`src/rtl/tjrpu_wb_arbiter.sv`:
```
// tjrpu_wb_arbiter: two-master / one-slave Wishbone B4 classic arbiter.
// Master 0 is the management SoC slave port, master 1 the tjrpu core data bus.
// The grant is registered round-robin and is held for the owner's whole cyc.
// Optional stall-timeout watchdog: define TJRPU_WB_ARB_TIMEOUT_EN to build it.
module tjrpu_wb_arbiter #(
    parameter int unsigned AW             = 32,
    parameter int unsigned DW             = 32,
    parameter int unsigned TIMEOUT_CYCLES = 255
) (
    input  logic            wb_clk_i,
    input  logic            wb_rst_i,
    input  logic            m0_cyc_i,
    input  logic            m0_stb_i,
    input  logic            m0_we_i,
    input  logic [DW/8-1:0] m0_sel_i,
    input  logic [AW-1:0]   m0_adr_i,
    input  logic [DW-1:0]   m0_dat_i,
    output logic            m0_ack_o,
    output logic            m0_err_o,
    output logic [DW-1:0]   m0_dat_o,
    input  logic            m1_cyc_i,
    input  logic            m1_stb_i,
    input  logic            m1_we_i,
    input  logic [DW/8-1:0] m1_sel_i,
    input  logic [AW-1:0]   m1_adr_i,
    input  logic [DW-1:0]   m1_dat_i,
    output logic            m1_ack_o,
    output logic            m1_err_o,
    output logic [DW-1:0]   m1_dat_o,
    output logic            s_cyc_o,
    output logic            s_stb_o,
    output logic            s_we_o,
    output logic [DW/8-1:0] s_sel_o,
    output logic [AW-1:0]   s_adr_o,
    output logic [DW-1:0]   s_dat_o,
    input  logic            s_ack_i,
    input  logic [DW-1:0]   s_dat_i,
    output logic            timeout_o,
    output logic [1:0]      grant_o
);

    localparam logic [1:0] IDLE = 2'd0;
    localparam logic [1:0] GNT0 = 2'd1;
    localparam logic [1:0] GNT1 = 2'd2;

    // Out-of-range timeout values cannot be represented by the 16-bit counter.
    if (TIMEOUT_CYCLES < 2 || TIMEOUT_CYCLES > 65535) begin : g_bad_timeout
        $error("tjrpu_wb_arbiter: TIMEOUT_CYCLES must be in 2..65535");
    end

    logic [1:0] state;
    logic [1:0] state_nxt;
    logic [1:0] arb;
    logic       rr;
    logic       err_q;

    // Round-robin pick among the currently requesting masters.
    always_comb begin
        arb = IDLE;
        if (m0_cyc_i && m1_cyc_i) begin
            arb = rr ? GNT1 : GNT0;
        end else if (m0_cyc_i) begin
            arb = GNT0;
        end else if (m1_cyc_i) begin
            arb = GNT1;
        end
    end

    // Re-arbitrate only when idle or when the owner has dropped cyc.
    always_comb begin
        state_nxt = state;
        case (state)
            GNT0:    if (!m0_cyc_i) state_nxt = arb;
            GNT1:    if (!m1_cyc_i) state_nxt = arb;
            default: state_nxt = arb;
        endcase
    end

    // Grant register and priority pointer; the pointer flips to the other
    // master whenever a grant is released.
    always_ff @(posedge wb_clk_i or posedge wb_rst_i) begin
        if (wb_rst_i) begin
            state <= IDLE;
            rr    <= 1'b0;
        end else begin
            state <= state_nxt;
            if (state == GNT0 && state_nxt != GNT0) begin
                rr <= 1'b1;
            end else if (state == GNT1 && state_nxt != GNT1) begin
                rr <= 1'b0;
            end
        end
    end

`ifdef TJRPU_WB_ARB_TIMEOUT_EN
    localparam logic [15:0] TO_LAST = 16'(TIMEOUT_CYCLES - 1);

    logic [15:0] to_cnt;

    // Count consecutive unacked strobe cycles of the current owner; on the
    // last allowed cycle raise a one-cycle error and restart the count.
    always_ff @(posedge wb_clk_i or posedge wb_rst_i) begin
        if (wb_rst_i) begin
            to_cnt <= '0;
            err_q  <= 1'b0;
        end else begin
            err_q <= 1'b0;
            if (state_nxt != state || s_ack_i) begin
                to_cnt <= '0;
            end else if (s_stb_o) begin
                if (to_cnt == TO_LAST) begin
                    to_cnt <= '0;
                    err_q  <= 1'b1;
                end else begin
                    to_cnt <= to_cnt + 16'd1;
                end
            end
        end
    end
`else
    assign err_q = 1'b0;
`endif

    // Bus steering: the owner's signals pass straight through, everything
    // else reads zero. During an error cycle the strobe is masked and any
    // late slave ack is swallowed.
    always_comb begin
        s_cyc_o  = 1'b0;
        s_stb_o  = 1'b0;
        s_we_o   = 1'b0;
        s_sel_o  = '0;
        s_adr_o  = '0;
        s_dat_o  = '0;
        m0_ack_o = 1'b0;
        m0_err_o = 1'b0;
        m0_dat_o = '0;
        m1_ack_o = 1'b0;
        m1_err_o = 1'b0;
        m1_dat_o = '0;
        case (state)
            GNT0: begin
                s_cyc_o  = m0_cyc_i;
                s_stb_o  = m0_stb_i & ~err_q;
                s_we_o   = m0_we_i;
                s_sel_o  = m0_sel_i;
                s_adr_o  = m0_adr_i;
                s_dat_o  = m0_dat_i;
                m0_ack_o = s_ack_i & m0_stb_i & ~err_q;
                m0_err_o = err_q;
                m0_dat_o = s_dat_i;
            end
            GNT1: begin
                s_cyc_o  = m1_cyc_i;
                s_stb_o  = m1_stb_i & ~err_q;
                s_we_o   = m1_we_i;
                s_sel_o  = m1_sel_i;
                s_adr_o  = m1_adr_i;
                s_dat_o  = m1_dat_i;
                m1_ack_o = s_ack_i & m1_stb_i & ~err_q;
                m1_err_o = err_q;
                m1_dat_o = s_dat_i;
            end
            default: ;
        endcase
    end

    assign timeout_o = err_q;
    assign grant_o   = {state == GNT1, state == GNT0};

endmodule

```
`config.mk`:
```
export PLATFORM = sky130hd
export DESIGN_NAME = tjrpu_wb_arbiter
export DESIGN_NICKNAME = d
export VERILOG_FILES = /design/src/rtl/tjrpu_wb_arbiter.sv
export SDC_FILE = /design/constraint.sdc
export NUM_CORES = 1
export LEC_CHECK = 0
export BUFFER_PORTS_ARGS = -buffer_cell sky130_fd_sc_hd__buf_2
export CORE_AREA = 10 10 114 116
export CTS_CLUSTER_SIZE = 12
export DETAILED_ROUTE_END_ITERATION = 6
export DIE_AREA = 0 0 124 126
export GPL_TIMING_DRIVEN = 0
export PLACE_DENSITY = 0.52
export SYNTH_ARGS = -nofsm -noshare
export SYNTH_HDL_FRONTEND = slang
export SYNTH_SLANG_ARGS = --single-unit
```
`constraint.sdc`:
```
create_clock -name wb_clk_i -period 3.55 [get_ports wb_clk_i]
set_input_delay 0.1775 -clock wb_clk_i [delete_from_list [all_inputs] [get_ports wb_clk_i]]
set_output_delay 0.1775 -clock wb_clk_i [all_outputs]
set_load 0.05 [all_outputs]
```
==> qor.yml <==
placed_design:
  dp_slack_ns: 1.32
  place.gp.congestion: 0.917
  place_inst: 720
  portBuffers: 315
  dpl.hpwl_um: 11200
setup_path:
  start_kind: "flip-flop"
  cp_max_fo: 10
  crit_required_ns: 3.37
  worstSetupEndpointType: "output pin"
  critical_path_arrival_ns: 2.19
  critical_path_class: "flip-flop to output pin"
  rr_worst_depth: 7
global_routing:
  antenna_found_initial: 2
  grt_max_degree: 11
  track_usage: 0.142
  grt_pass1_vias: 3429
  grt_overflow: 0
  grt_pass1_wl_um: 18200
min_path:
  min_path_cells: 3
  hold_path_class: "input pin to flip-flop"
cts:
  h-tree-depth: 1
  cts_buffers: 3
  cts.sinks: 3
  tritoncts: "built"
  cts_buffer_depth: 2
  root_buffer: "clkbuf_8"
  clk_latency_ns: 0.21
  cts.clk_slew.worst_paths_ns: 0.03
die:
  pin_count: 319
  fp.dieH_um: 126
  die_x_um: 124
  num_rows: 38
  initial_core_util: 0.148
  core_mm2: 0.0107
  die_area_mm2: 0.0156
power:
  clockPowerShare: 0.023
  power_frac_seq: 0.017
  share_comb_of_total_power: 0.960
  ir_worst_vdd_v: 0.000572
  p_leak_nw: 2.11
  intPower_mw: 1.05
  switching_share: 0.748
  pwr_density_cell_mw_per_mm2: 1230
  p_switching_mw: 3.12
routing:
  viasPerCell: 4.42
  drtIter0Drc: 115
  drcViolationCount: 0
  wire_per_inst_um: 17.3
  drtPass1Iterations: 4
  finalWirelength_um: 12600
  ant_nets: 0
  vias: 3210
cells_and_area:
  final-instance-count-excl-fill: 726
  postLayoutCoreUtil: 0.318
  drive_gt1_frac: 0.583
  area_delta_synth_final_pct: 115
  layout_common_cells: "buf_2 (330), a22oi_1 (70), nor2_1 (70)"
  finalNetCount: 765
  final_common_cell: "buf_2"
  fill_cells: 1207
logic_synthesis:
  yosys.cell_types.count: 21
  yosysSeqAreaShare: 0.0474
  synthesis.area_mm2: 0.00158
  ys_ff_latch: 3
  synthFlopType: "dfrtp_1"
  syn_inst: 263
  ys_warn_count: 0
  synth-edff-count: 0
  synthArstFlopShare: 1.00
  syn_avg_cell_area_um2: 6.02
sta:
  finClkSkew_ns: 0.000843
  tightestPinTransition_ns: 0.628
  final-hold-violation-count: 0
  report.final.slew_viol_count: 0
  setup_tns_ns: 0
  grt_setup_unrepaired: "no"
  post-route-min-period_ns: 2.37
  slew_headroom: 0.581
  fin_crit_sh: 0.668
  setup-violations-final: 0
  fmax_mhz: 422
  setup_ws_ns: 1.18
outcome:
  status: "finished clean"
run:
  drv_cap: 0
-- stage by stage --
| step | power, mW | hold slack [ns] | instance area (µm²) |
|---|---|---|---|
| final | 4.17 | 0.257 | 3400 |
| after global routing | 4.47 | 0.287 | 3400 |
| after CTS | 4.25 | 0.256 | 3400 |
| after detailed placement | 4.14 | 0.0488 | 3340 |
| after global placement | 4.11 | 0.0440 | 3340 |
| after floorplan | 3.10 | -0.0689 | 1590 |
-- sequential cells by signal (all words and copies together), names as in the netlist --
register  cells
state         2
rr            1
-- Yosys cell counts, types with 2 or more instances --
library cell | n | area [µm²]
a22o_1 | 2 | 17.5
a22oi_1 | 70 | 526
a22oi_2 | 2 | 25.0
and2_1 | 64 | 400
and3_1 | 2 | 12.5
buf_2 | 15 | 75.1
buf_4 | 3 | 22.5
clkbuf_1 | 15 | 56.3
dfrtp_1 | 3 | 75.1
ha_1 | 2 | 25.0
inv_1 | 5 | 18.8
nand2_1 | 2 | 7.51
nor2_1 | 70 | 263
-- layout make-up --
| class | instances | area (µm²) | area share |
|---|---|---|---|
| Timing Repair Buffer | 316 | 1590 | 0.467 |
| Multi-Input combinational cell | 223 | 1330 | 0.392 |
| Tap cell | 140 | 175 | 0.0515 |
| Buffer | 34 | 165 | 0.0486 |
| Sequential cell | 3 | 75.1 | 0.0221 |
| Clock buffer | 4 | 45.0 | 0.0132 |
| Inverter | 5 | 18.8 | 0.00552 |
| Antenna cell | 1 | 2.50 | 0.000736 |
-- what timing repair did --
item                                   4_1_cts  5_1_grt
hold buffers                                 1        0
buffers inserted                             0        0
resized for setup                            0        0
setup endpoints to repair                    0        0
endpoints found under the hold margin        3        0
-- critical path: stages, from the launching register on --
cell	delay [ns]
dfrtp_1	0.40
inv_1	0.07
ha_1	0.32
clkbuf_1	0.52
a22oi_1	0.18
nor2_1	0.19
buf_2	0.30
-- power groups by stage --
stage / Combinational (mW) / Clock [mW] / Sequential (mW)
2_1_floorplan: 3.04 / 0 / 0.0651
3_3_place_gp: 4.04 / 0 / 0.0693
3_5_place_dp: 4.07 / 0 / 0.0702
4_1_cts: 4.08 / 0.100 / 0.0696
5_1_grt: 4.29 / 0.107 / 0.0730
6_report: 4.00 / 0.0974 / 0.0698
-- kinds of logic after synthesis --
group | Yosys count | share of synthesized area
adders and majority gates | 2 | 0.0158
AOI/OAI and AO/OA | 77 | 0.375
other | 1 | 0.00237
and+or+nand+nor | 141 | 0.443
DFF | 3 | 0.0474
buffers and inverters | 39 | 0.116
-- layer usage --
metal,vias up,global-route usage,part of all wire
li1,1551,-,-
met1,1424,0.147,0.35
met5,-,0,0.0010
met2,225,0.264,0.50
met3,8,0.0608,0.15
met4,2,0.0163,0.0054
-- final timing paths --
check | start | to | slack [ns]
worst max-delay path | state[0] | s_dat_o[31] | 1.18
worst min-delay path | m1_cyc_i | state[1] | 0.26
worst max register to register | state[0] | rr | 1.77
worst min register to register | rr | rr | 0.55
max in group asynchronous | wb_rst_i | rr | 3.05
min in group asynchronous | wb_rst_i | state[1] | 0.37
No activity file was read; power rests on OpenSTA's default activity.
